**src/rtl/axi_lite_manager_if.sv**
```systemverilog
// axi_lite_manager_if: AXI4 bus between a single-outstanding manager and a subordinate.
interface axi_lite_manager_if #(
    parameter int ADDR_W = 32,
    parameter int DATA_W = 64,
    parameter int ID_W   = 4
);
    localparam int NB = DATA_W / 8;
    logic [ID_W-1:0]   AWID;
    logic [ADDR_W-1:0] AWADDR;
    logic [7:0]        AWLEN;
    logic [2:0]        AWSIZE;
    logic [1:0]        AWBURST;
    logic              AWVALID;
    logic              AWREADY;
    logic [DATA_W-1:0] WDATA;
    logic [NB-1:0]     WSTRB;
    logic              WLAST;
    logic              WVALID;
    logic              WREADY;
    logic [ID_W-1:0]   BID;
    logic [1:0]        BRESP;
    logic              BVALID;
    logic              BREADY;
    logic [ID_W-1:0]   ARID;
    logic [ADDR_W-1:0] ARADDR;
    logic [7:0]        ARLEN;
    logic [2:0]        ARSIZE;
    logic [1:0]        ARBURST;
    logic              ARVALID;
    logic              ARREADY;
    logic [ID_W-1:0]   RID;
    logic [DATA_W-1:0] RDATA;
    logic [1:0]        RRESP;
    logic              RLAST;
    logic              RVALID;
    logic              RREADY;

    modport master (
        output AWID, AWADDR, AWLEN, AWSIZE, AWBURST, AWVALID,
        output WDATA, WSTRB, WLAST, WVALID,
        output BREADY,
        output ARID, ARADDR, ARLEN, ARSIZE, ARBURST, ARVALID,
        output RREADY,
        input  AWREADY, WREADY, BID, BRESP, BVALID,
        input  ARREADY, RID, RDATA, RRESP, RLAST, RVALID
    );

    modport slave (
        input  AWID, AWADDR, AWLEN, AWSIZE, AWBURST, AWVALID,
        input  WDATA, WSTRB, WLAST, WVALID,
        input  BREADY,
        input  ARID, ARADDR, ARLEN, ARSIZE, ARBURST, ARVALID,
        input  RREADY,
        output AWREADY, WREADY, BID, BRESP, BVALID,
        output ARREADY, RID, RDATA, RRESP, RLAST, RVALID
    );
endinterface

```
**src/rtl/axi_lite_manager.sv**
```systemverilog
// axi_lite_manager: single-outstanding command/response to AXI4-Lite write/read converter.
module axi_lite_manager #(
    parameter int ADDR_W = 32,
    parameter int DATA_W = 64,
    parameter int ID_W   = 4
) (
    input  logic                ACLK,
    input  logic                ARESET,
    input  logic                cmd_valid,
    output logic                cmd_ready,
    input  logic                cmd_write,
    input  logic [ID_W-1:0]     cmd_id,
    input  logic [ADDR_W-1:0]   cmd_addr,
    input  logic [DATA_W-1:0]   cmd_wdata,
    input  logic [DATA_W/8-1:0] cmd_wstrb,
    output logic                rsp_valid,
    input  logic                rsp_ready,
    output logic                rsp_write,
    output logic [ID_W-1:0]     rsp_id,
    output logic [DATA_W-1:0]   rsp_rdata,
    output logic [1:0]          rsp_resp,
    axi_lite_manager_if.master  bus
);
    localparam int NB = DATA_W / 8;
    localparam int LSB = $clog2(NB);
    localparam logic [1:0] SLVERR = 2'b10;

    typedef enum logic [2:0] {IDLE, WR, WR_B, RD_A, RD_R, RSP} state_t;

    state_t              state_q, state_d;
    logic                write_q, write_d;
    logic [ID_W-1:0]     id_q, id_d;
    logic [ADDR_W-1:0]   addr_q, addr_d;
    logic [DATA_W-1:0]   wdata_q, wdata_d;
    logic [NB-1:0]       wstrb_q, wstrb_d;
    logic                aw_done_q, aw_done_d;
    logic                w_done_q, w_done_d;
    logic [DATA_W-1:0]   rdata_q, rdata_d;
    logic [1:0]          resp_q, resp_d;
    logic                misaligned;

    assign misaligned = cmd_addr[LSB-1:0] != '0;

    always_ff @(posedge ACLK) begin
        if (ARESET) begin
            state_q   <= IDLE;
            write_q   <= 1'b0;
            id_q      <= '0;
            addr_q    <= '0;
            wdata_q   <= '0;
            wstrb_q   <= '0;
            aw_done_q <= 1'b0;
            w_done_q  <= 1'b0;
            rdata_q   <= '0;
            resp_q    <= '0;
        end else begin
            state_q   <= state_d;
            write_q   <= write_d;
            id_q      <= id_d;
            addr_q    <= addr_d;
            wdata_q   <= wdata_d;
            wstrb_q   <= wstrb_d;
            aw_done_q <= aw_done_d;
            w_done_q  <= w_done_d;
            rdata_q   <= rdata_d;
            resp_q    <= resp_d;
        end
    end

    always_comb begin
        state_d   = state_q;
        write_d   = write_q;
        id_d      = id_q;
        addr_d    = addr_q;
        wdata_d   = wdata_q;
        wstrb_d   = wstrb_q;
        aw_done_d = aw_done_q;
        w_done_d  = w_done_q;
        rdata_d   = rdata_q;
        resp_d    = resp_q;
        unique case (state_q)
            IDLE: if (cmd_valid) begin
                write_d   = cmd_write;
                id_d      = cmd_id;
                addr_d    = cmd_addr;
                wdata_d   = cmd_wdata;
                wstrb_d   = cmd_wstrb;
                aw_done_d = 1'b0;
                w_done_d  = 1'b0;
                rdata_d   = '0;
                resp_d    = misaligned ? SLVERR : 2'b00;
                state_d   = misaligned ? RSP : (cmd_write ? WR : RD_A);
            end
            // AW and W complete independently; the done flags keep each VALID low once accepted
            WR: begin
                aw_done_d = aw_done_q | bus.AWREADY;
                w_done_d  = w_done_q | bus.WREADY;
                if (aw_done_d && w_done_d) state_d = WR_B;
            end
            WR_B: if (bus.BVALID) begin
                resp_d  = (bus.BID != id_q) ? SLVERR : bus.BRESP;
                state_d = RSP;
            end
            RD_A: if (bus.ARREADY) state_d = RD_R;
            RD_R: if (bus.RVALID) begin
                rdata_d = bus.RDATA;
                resp_d  = (bus.RID != id_q) ? SLVERR : bus.RRESP;
                state_d = RSP;
            end
            RSP: if (rsp_ready) state_d = IDLE;
            default: state_d = IDLE;
        endcase
    end

    assign cmd_ready   = (state_q == IDLE) && !ARESET;
    assign rsp_valid   = state_q == RSP;
    assign rsp_write   = write_q;
    assign rsp_id      = id_q;
    assign rsp_rdata   = rdata_q;
    assign rsp_resp    = resp_q;

    assign bus.AWID    = id_q;
    assign bus.AWADDR  = addr_q;
    assign bus.AWLEN   = 8'd0;
    assign bus.AWSIZE  = 3'(LSB);
    assign bus.AWBURST = 2'b01;
    assign bus.AWVALID = (state_q == WR) && !aw_done_q;
    assign bus.WDATA   = wdata_q;
    assign bus.WSTRB   = wstrb_q;
    assign bus.WLAST   = 1'b1;
    assign bus.WVALID  = (state_q == WR) && !w_done_q;
    assign bus.BREADY  = state_q == WR_B;
    assign bus.ARID    = id_q;
    assign bus.ARADDR  = addr_q;
    assign bus.ARLEN   = 8'd0;
    assign bus.ARSIZE  = 3'(LSB);
    assign bus.ARBURST = 2'b01;
    assign bus.ARVALID = state_q == RD_A;
    assign bus.RREADY  = state_q == RD_R;
endmodule

```
**src/flat_wrapper.sv**
```systemverilog
// flat-port wrapper written by rule: the top's interface ports become plain ports
module axi_lite_manager_flat 
#(
    parameter int ADDR_W = 32,
    parameter int DATA_W = 64,
    parameter int ID_W   = 4
)
  (ACLK, ARESET, cmd_valid, cmd_ready, cmd_write, cmd_id, cmd_addr, cmd_wdata, cmd_wstrb, rsp_valid, rsp_ready, rsp_write, rsp_id, rsp_rdata, rsp_resp, bus_AWID, bus_AWADDR, bus_AWLEN, bus_AWSIZE, bus_AWBURST, bus_AWVALID, bus_WDATA, bus_WSTRB, bus_WLAST, bus_WVALID, bus_BREADY, bus_ARID, bus_ARADDR, bus_ARLEN, bus_ARSIZE, bus_ARBURST, bus_ARVALID, bus_RREADY, bus_AWREADY, bus_WREADY, bus_BID, bus_BRESP, bus_BVALID, bus_ARREADY, bus_RID, bus_RDATA, bus_RRESP, bus_RLAST, bus_RVALID);
  axi_lite_manager_if #(.ADDR_W(ADDR_W), .DATA_W(DATA_W), .ID_W(ID_W)) bus_i ();
  input  logic ACLK;
  input  logic ARESET;
  input  logic cmd_valid;
  output logic cmd_ready;
  input  logic cmd_write;
  input  logic [ID_W-1:0] cmd_id;
  input  logic [ADDR_W-1:0] cmd_addr;
  input  logic [DATA_W-1:0] cmd_wdata;
  input  logic [DATA_W/8-1:0] cmd_wstrb;
  output logic rsp_valid;
  input  logic rsp_ready;
  output logic rsp_write;
  output logic [ID_W-1:0] rsp_id;
  output logic [DATA_W-1:0] rsp_rdata;
  output logic [1:0] rsp_resp;
  output wire logic [$bits(bus_i.AWID)-1:0] bus_AWID;
  output wire logic [$bits(bus_i.AWADDR)-1:0] bus_AWADDR;
  output wire logic [$bits(bus_i.AWLEN)-1:0] bus_AWLEN;
  output wire logic [$bits(bus_i.AWSIZE)-1:0] bus_AWSIZE;
  output wire logic [$bits(bus_i.AWBURST)-1:0] bus_AWBURST;
  output wire logic [$bits(bus_i.AWVALID)-1:0] bus_AWVALID;
  output wire logic [$bits(bus_i.WDATA)-1:0] bus_WDATA;
  output wire logic [$bits(bus_i.WSTRB)-1:0] bus_WSTRB;
  output wire logic [$bits(bus_i.WLAST)-1:0] bus_WLAST;
  output wire logic [$bits(bus_i.WVALID)-1:0] bus_WVALID;
  output wire logic [$bits(bus_i.BREADY)-1:0] bus_BREADY;
  output wire logic [$bits(bus_i.ARID)-1:0] bus_ARID;
  output wire logic [$bits(bus_i.ARADDR)-1:0] bus_ARADDR;
  output wire logic [$bits(bus_i.ARLEN)-1:0] bus_ARLEN;
  output wire logic [$bits(bus_i.ARSIZE)-1:0] bus_ARSIZE;
  output wire logic [$bits(bus_i.ARBURST)-1:0] bus_ARBURST;
  output wire logic [$bits(bus_i.ARVALID)-1:0] bus_ARVALID;
  output wire logic [$bits(bus_i.RREADY)-1:0] bus_RREADY;
  input wire logic [$bits(bus_i.AWREADY)-1:0] bus_AWREADY;
  input wire logic [$bits(bus_i.WREADY)-1:0] bus_WREADY;
  input wire logic [$bits(bus_i.BID)-1:0] bus_BID;
  input wire logic [$bits(bus_i.BRESP)-1:0] bus_BRESP;
  input wire logic [$bits(bus_i.BVALID)-1:0] bus_BVALID;
  input wire logic [$bits(bus_i.ARREADY)-1:0] bus_ARREADY;
  input wire logic [$bits(bus_i.RID)-1:0] bus_RID;
  input wire logic [$bits(bus_i.RDATA)-1:0] bus_RDATA;
  input wire logic [$bits(bus_i.RRESP)-1:0] bus_RRESP;
  input wire logic [$bits(bus_i.RLAST)-1:0] bus_RLAST;
  input wire logic [$bits(bus_i.RVALID)-1:0] bus_RVALID;
  assign bus_AWID = bus_i.AWID;
  assign bus_AWADDR = bus_i.AWADDR;
  assign bus_AWLEN = bus_i.AWLEN;
  assign bus_AWSIZE = bus_i.AWSIZE;
  assign bus_AWBURST = bus_i.AWBURST;
  assign bus_AWVALID = bus_i.AWVALID;
  assign bus_WDATA = bus_i.WDATA;
  assign bus_WSTRB = bus_i.WSTRB;
  assign bus_WLAST = bus_i.WLAST;
  assign bus_WVALID = bus_i.WVALID;
  assign bus_BREADY = bus_i.BREADY;
  assign bus_ARID = bus_i.ARID;
  assign bus_ARADDR = bus_i.ARADDR;
  assign bus_ARLEN = bus_i.ARLEN;
  assign bus_ARSIZE = bus_i.ARSIZE;
  assign bus_ARBURST = bus_i.ARBURST;
  assign bus_ARVALID = bus_i.ARVALID;
  assign bus_RREADY = bus_i.RREADY;
  assign bus_i.AWREADY = bus_AWREADY;
  assign bus_i.WREADY = bus_WREADY;
  assign bus_i.BID = bus_BID;
  assign bus_i.BRESP = bus_BRESP;
  assign bus_i.BVALID = bus_BVALID;
  assign bus_i.ARREADY = bus_ARREADY;
  assign bus_i.RID = bus_RID;
  assign bus_i.RDATA = bus_RDATA;
  assign bus_i.RRESP = bus_RRESP;
  assign bus_i.RLAST = bus_RLAST;
  assign bus_i.RVALID = bus_RVALID;
  axi_lite_manager #(.ADDR_W(ADDR_W), .DATA_W(DATA_W), .ID_W(ID_W)) u_core (.ACLK(ACLK), .ARESET(ARESET), .cmd_valid(cmd_valid), .cmd_ready(cmd_ready), .cmd_write(cmd_write), .cmd_id(cmd_id), .cmd_addr(cmd_addr), .cmd_wdata(cmd_wdata), .cmd_wstrb(cmd_wstrb), .rsp_valid(rsp_valid), .rsp_ready(rsp_ready), .rsp_write(rsp_write), .rsp_id(rsp_id), .rsp_rdata(rsp_rdata), .rsp_resp(rsp_resp), .bus(bus_i));
endmodule
```
**config.mk**
```make
export PLATFORM = sky130hd
export DESIGN_NAME = axi_lite_manager_flat
export DESIGN_NICKNAME = d
export VERILOG_FILES = /design/src/rtl/axi_lite_manager_if.sv /design/src/rtl/axi_lite_manager.sv /design/src/flat_wrapper.sv
export SDC_FILE = /design/constraint.sdc
export NUM_CORES = 1
export LEC_CHECK = 0
export ABC_AREA = 0
export BUFFER_PORTS_ARGS = -buffer_cell sky130_fd_sc_hd__buf_2
export CORE_AREA = 4 4 169 171
export DETAILED_ROUTE_END_ITERATION = 6
export DIE_AREA = 0 0 173 175
export GPL_TIMING_DRIVEN = 0
export PLACE_DENSITY_LB_ADDON = 0.3
export SLEW_MARGIN = 20
export SYNTH_ARGS = -nofsm -noshare
export SYNTH_HDL_FRONTEND = slang
export SYNTH_SLANG_ARGS = --single-unit
```
**constraint.sdc**
```tcl
create_clock -name ACLK -period 1.4 [get_ports ACLK]
set_input_delay 0.28 -clock ACLK [delete_from_list [all_inputs] [get_ports ACLK]]
set_output_delay 0.28 -clock ACLK [all_outputs]
set_load 0.005 [all_outputs]
```
==> flow_metrics.env <==
export IMPL_post_route_util_pct=44.25
export IMPL_gp_congestion=0.8287
export IMPL_syn_area_per_cell_um2=8.035
export IMPL_yosysTopAreaCellShare_pct=49.01
export IMPL_rows=60
export IMPL_outcome="finished, violations left"
export IMPL_power_frac_seq_pct=30.3
export IMPL_pwr_share_comb_pct=47.5
export IMPL_io_pins=444
export IMPL_firstDrtPassIters=4
export IMPL_clockBufferDepth=2
export IMPL_synth_cells=915
export IMPL_maxCapViolCount=0
export IMPL_wire_per_inst_um=17.03
export IMPL_fin_ws_ns=-0.3719
export IMPL_ys_seq_elements=180
export IMPL_clkLatencyLatePin_ns=0.42
export IMPL_hold_ws_ns=0.09096
export IMPL_reg2regPathDepth=9
export IMPL_crit_type="reg2out"
export IMPL_via_count=8062
export IMPL_syn_area_um2=7352
export IMPL_grtUsageMet1_pct=20.85
export IMPL_die_w_um=173
export IMPL_cts_made_buffers=17
export IMPL_setup_viol=187
export IMPL_layout_worst_path_cycle_share_pct=126.6
export IMPL_internal_power_w=0.01409
export IMPL_power_leakage_nw=5.586
export IMPL_cts_tree="built"
export IMPL_relSlewSlack_pct=41.88
export IMPL_layout_drive_gt1_share_pct=50.49
export IMPL_holdBufCountCts=0
export IMPL_rr_endpoint="u_core.bus.WDATA[14]"
export IMPL_hold_end="u_core.bus.WDATA[16]"
export IMPL_gr_total_overflow=0
export IMPL_netSwitchingPower_w=0.008094
export IMPL_max_stage_delay_ns=0.36
export IMPL_reg2reg_from="u_core.state_q[1]"
export IMPL_grt_pass1_wl_mm=45.13
export IMPL_yosys_area_top_type="dfxtp_1"
export IMPL_min_period_ns=1.772
export IMPL_synthFlopType="dfxtp_1"
export IMPL_ys_seq_area_share_pct=49.01
export IMPL_synth_area_leaders="dfxtp_1 (49%), nand2_1 (15%), a21oi_1 (11%), buf_4 (8.5%), nand4_1 (5.4%)"
export IMPL_clkTransAtPathRegs_ns=0.08
export IMPL_grtUsageTotal_pct=18.64
export IMPL_drc=0
export IMPL_worst_pin_slew_ns=0.8717
export IMPL_fin_nets=1617
export IMPL_peakVddDrop_mv=0.9170
export IMPL_final_antenna_net_count=0
export IMPL_cpMaxStageDelayCell="or3_4"
export IMPL_cts_root_buffer="clkbuf_16"
export IMPL_dpl_hpwl_mm=22.23
export IMPL_report_final_slew_viol_count=0
export IMPL_r2r_slack_ns=-0.24
export IMPL_met2_usage_pct=33.40
export IMPL_violations="negative setup slack"
export IMPL_h_tree_depth=4
export IMPL_yosys_top_cells_count="nand2_1 (286), dfxtp_1 (180), a21oi_1 (165), buf_4 (83), nand4_1 (64)"
export IMPL_clock_skew_ns=0.01441
export IMPL_grt_max_degree=19
export IMPL_die_area_um2=30280
export IMPL_start_util_pct=27.36
export IMPL_routed_wl_mm=30.24
export IMPL_cp_required_ns=1.12
export IMPL_crit_fanout=7
export IMPL_ys_warn_count=0
export IMPL_numPortBuffers=414
export IMPL_finalHoldViolCount=0
export IMPL_use_met3_pct=6.707
export IMPL_p_total_w=0.02219
export IMPL_async_flop_share_pct=0
export IMPL_synth_cell_types=39
export IMPL_hp_start="cmd_wdata[16]"
export IMPL_crit_chain="buf_6 -> inv_2 -> or3_4 -> nor2_1 -> buf_2"
export IMPL_grt_pass1_vias=7978
export IMPL_swShare_pct=36.48
export IMPL_antenna_found_initial=4
export IMPL_startpoint_type="flop"
export IMPL_drt_iter0_drc=320
export IMPL_die_y_um=175
export IMPL_end_kind="primary output"
export IMPL_vias_per_cell=4.539
export IMPL_powerDensity_nw_per_um2=1866
export IMPL_holdCritPathClass="in2reg"
export IMPL_coreArea_um2=26880
export IMPL_fin_setup_tns_ns=-30.09
export IMPL_synth_edff_count=0
export IMPL_hold_path_depth=3
export IMPL_area_delta_synth_final_pct=61.74
export IMPL_busiest_layer="met2"
export IMPL_rsz0062_at_grt="yes"
export IMPL_cts_sinks=180
export IMPL_pre_cts_ws_ns=-0.4327
export IMPL_clock_power_share_pct=22.1
export IMPL_worst_ep_arrival_time_ns=1.49
export IMPL_fill_cells=2729
export IMPL_clock_fmax_ghz=0.5644
export IMPL_synth_most_common_cell="nand2_1"
==> layer usage <==
layer | vias up | part of all wire, %
li1 | 3997 | -
met1 | 3713 | 39
met2 | 310 | 51
met3 | 36 | 8.1
met4 | 6 | 2.2
met5 | - | 0.14
==> cells by family after synthesis <==
logic type | after synthesis | share of synthesized area (%)
AND/OR/NAND/NOR | 382 | 22.65
AO/OA/AOI/OAI | 192 | 14.07
flip-flops | 180 | 49.01
buffers and inverters | 147 | 12.64
XOR/XNOR | 9 | 1.072
multiplexers | 3 | 0.4425
other | 2 | 0.1021
==> registers in the layout, summed over array words and instances, names as in the netlist, 2 cells and up <==
| register | count |
|---|---|
| u_core.bus.ARADDR | 32 |
| u_core.bus.ARID | 4 |
| u_core.bus.WDATA | 64 |
| u_core.bus.WSTRB | 8 |
| u_core.rsp_rdata | 64 |
| u_core.rsp_resp | 2 |
| u_core.state_q | 3 |
==> placed cells by master (no fill, tap or decap), types with 3 or more instances in the layout <==
cell type | netlist | routed
o21ai_0 | 4 | 3
inv_8 | 0 | 4
buf_2 | 23 | 418
nand2_1 | 286 | 245
inv_1 | 4 | 3
nor4_2 | 0 | 3
nor2_1 | 9 | 5
nand2_2 | 1 | 40
buf_4 | 83 | 90
clkinvlp_4 | 0 | 3
a21oi_1 | 165 | 126
conb_1 | 2 | 27
dfxtp_4 | 0 | 5
buf_16 | 0 | 7
nand4_1 | 64 | 64
clkbuf_1 | 33 | 30
dfxtp_1 | 180 | 174
clkbuf_16 | 0 | 20
xor2_1 | 8 | 8
buf_6 | 2 | 27
buf_8 | 2 | 17
a21oi_2 | 11 | 49
buf_12 | 0 | 9
==> through the flow <==
stage | cells | instance area, µm²
finish | 1776 | 11890
global route | 1775 | 11890
CTS | 1755 | 11370
detailed placement | 1695 | 9945
global placement | 1695 | 9945
floorplan | 940 | 7446
==> worst max path at each step <==
stage	from	endpoint	slack, ns	depth (start not counted)
6_report	u_core.state_q[0]	bus_WVALID	-0.37	5
5_1_grt	u_core.state_q[0]	bus_WVALID	-0.45	5
4_1_cts	u_core.state_q[2]	bus_AWVALID	-0.46	5
3_5_place_dp	u_core.bus.ARID[2]	u_core.rsp_resp[1]	-0.43	4
3_3_place_gp	ARESET	cmd_ready	-0.43	4
2_1_floorplan	u_core.bus.ARID[1]	u_core.rsp_resp[1]	0.01	4
==> final cells by class <==
type | count | area (µm²) | share of cell area (%)
clock inverter | 14 | 165.2 | 1.389
tap | 341 | 426.7 | 3.588
buffer | 138 | 1087 | 9.143
inverter | 4 | 15.01 | 0.1263
antenna | 1 | 2.502 | 0.02104
multi-input combinational | 614 | 3287 | 27.64
timing repair buffer | 467 | 2859 | 24.04
sequential | 180 | 3623 | 30.47
clock buffer | 17 | 425.4 | 3.577
==> what timing repair did <==
| item | 4_1_cts | 5_1_grt |
|---|---|---|
| pin swaps | 13 | 26 |
| gates resized for setup | 111 | 116 |
| buffers inserted | 17 | 22 |
| gates cloned | 13 | 3 |
| setup endpoints to repair | 183 | 191 |
==> critical path: cells and delay by family, from the launching register on <==
kind          cells  cell delay, ns
buf+inv           3            0.27
flops             1            0.35
simple gates      2            0.46
==> power groups by stage <==
stage / clock network [W] / logic [W] / registers (W)
2_1_floorplan: 0 / 0.00406 / 0.00681
3_3_place_gp: 0 / 0.00699 / 0.00677
5_1_grt: 0.00525 / 0.0114 / 0.00687
3_5_place_dp: 0 / 0.00701 / 0.00680
6_report: 0.00491 / 0.0105 / 0.00673
4_1_cts: 0.00504 / 0.00949 / 0.00674
Power figures use the tool's default switching activity.
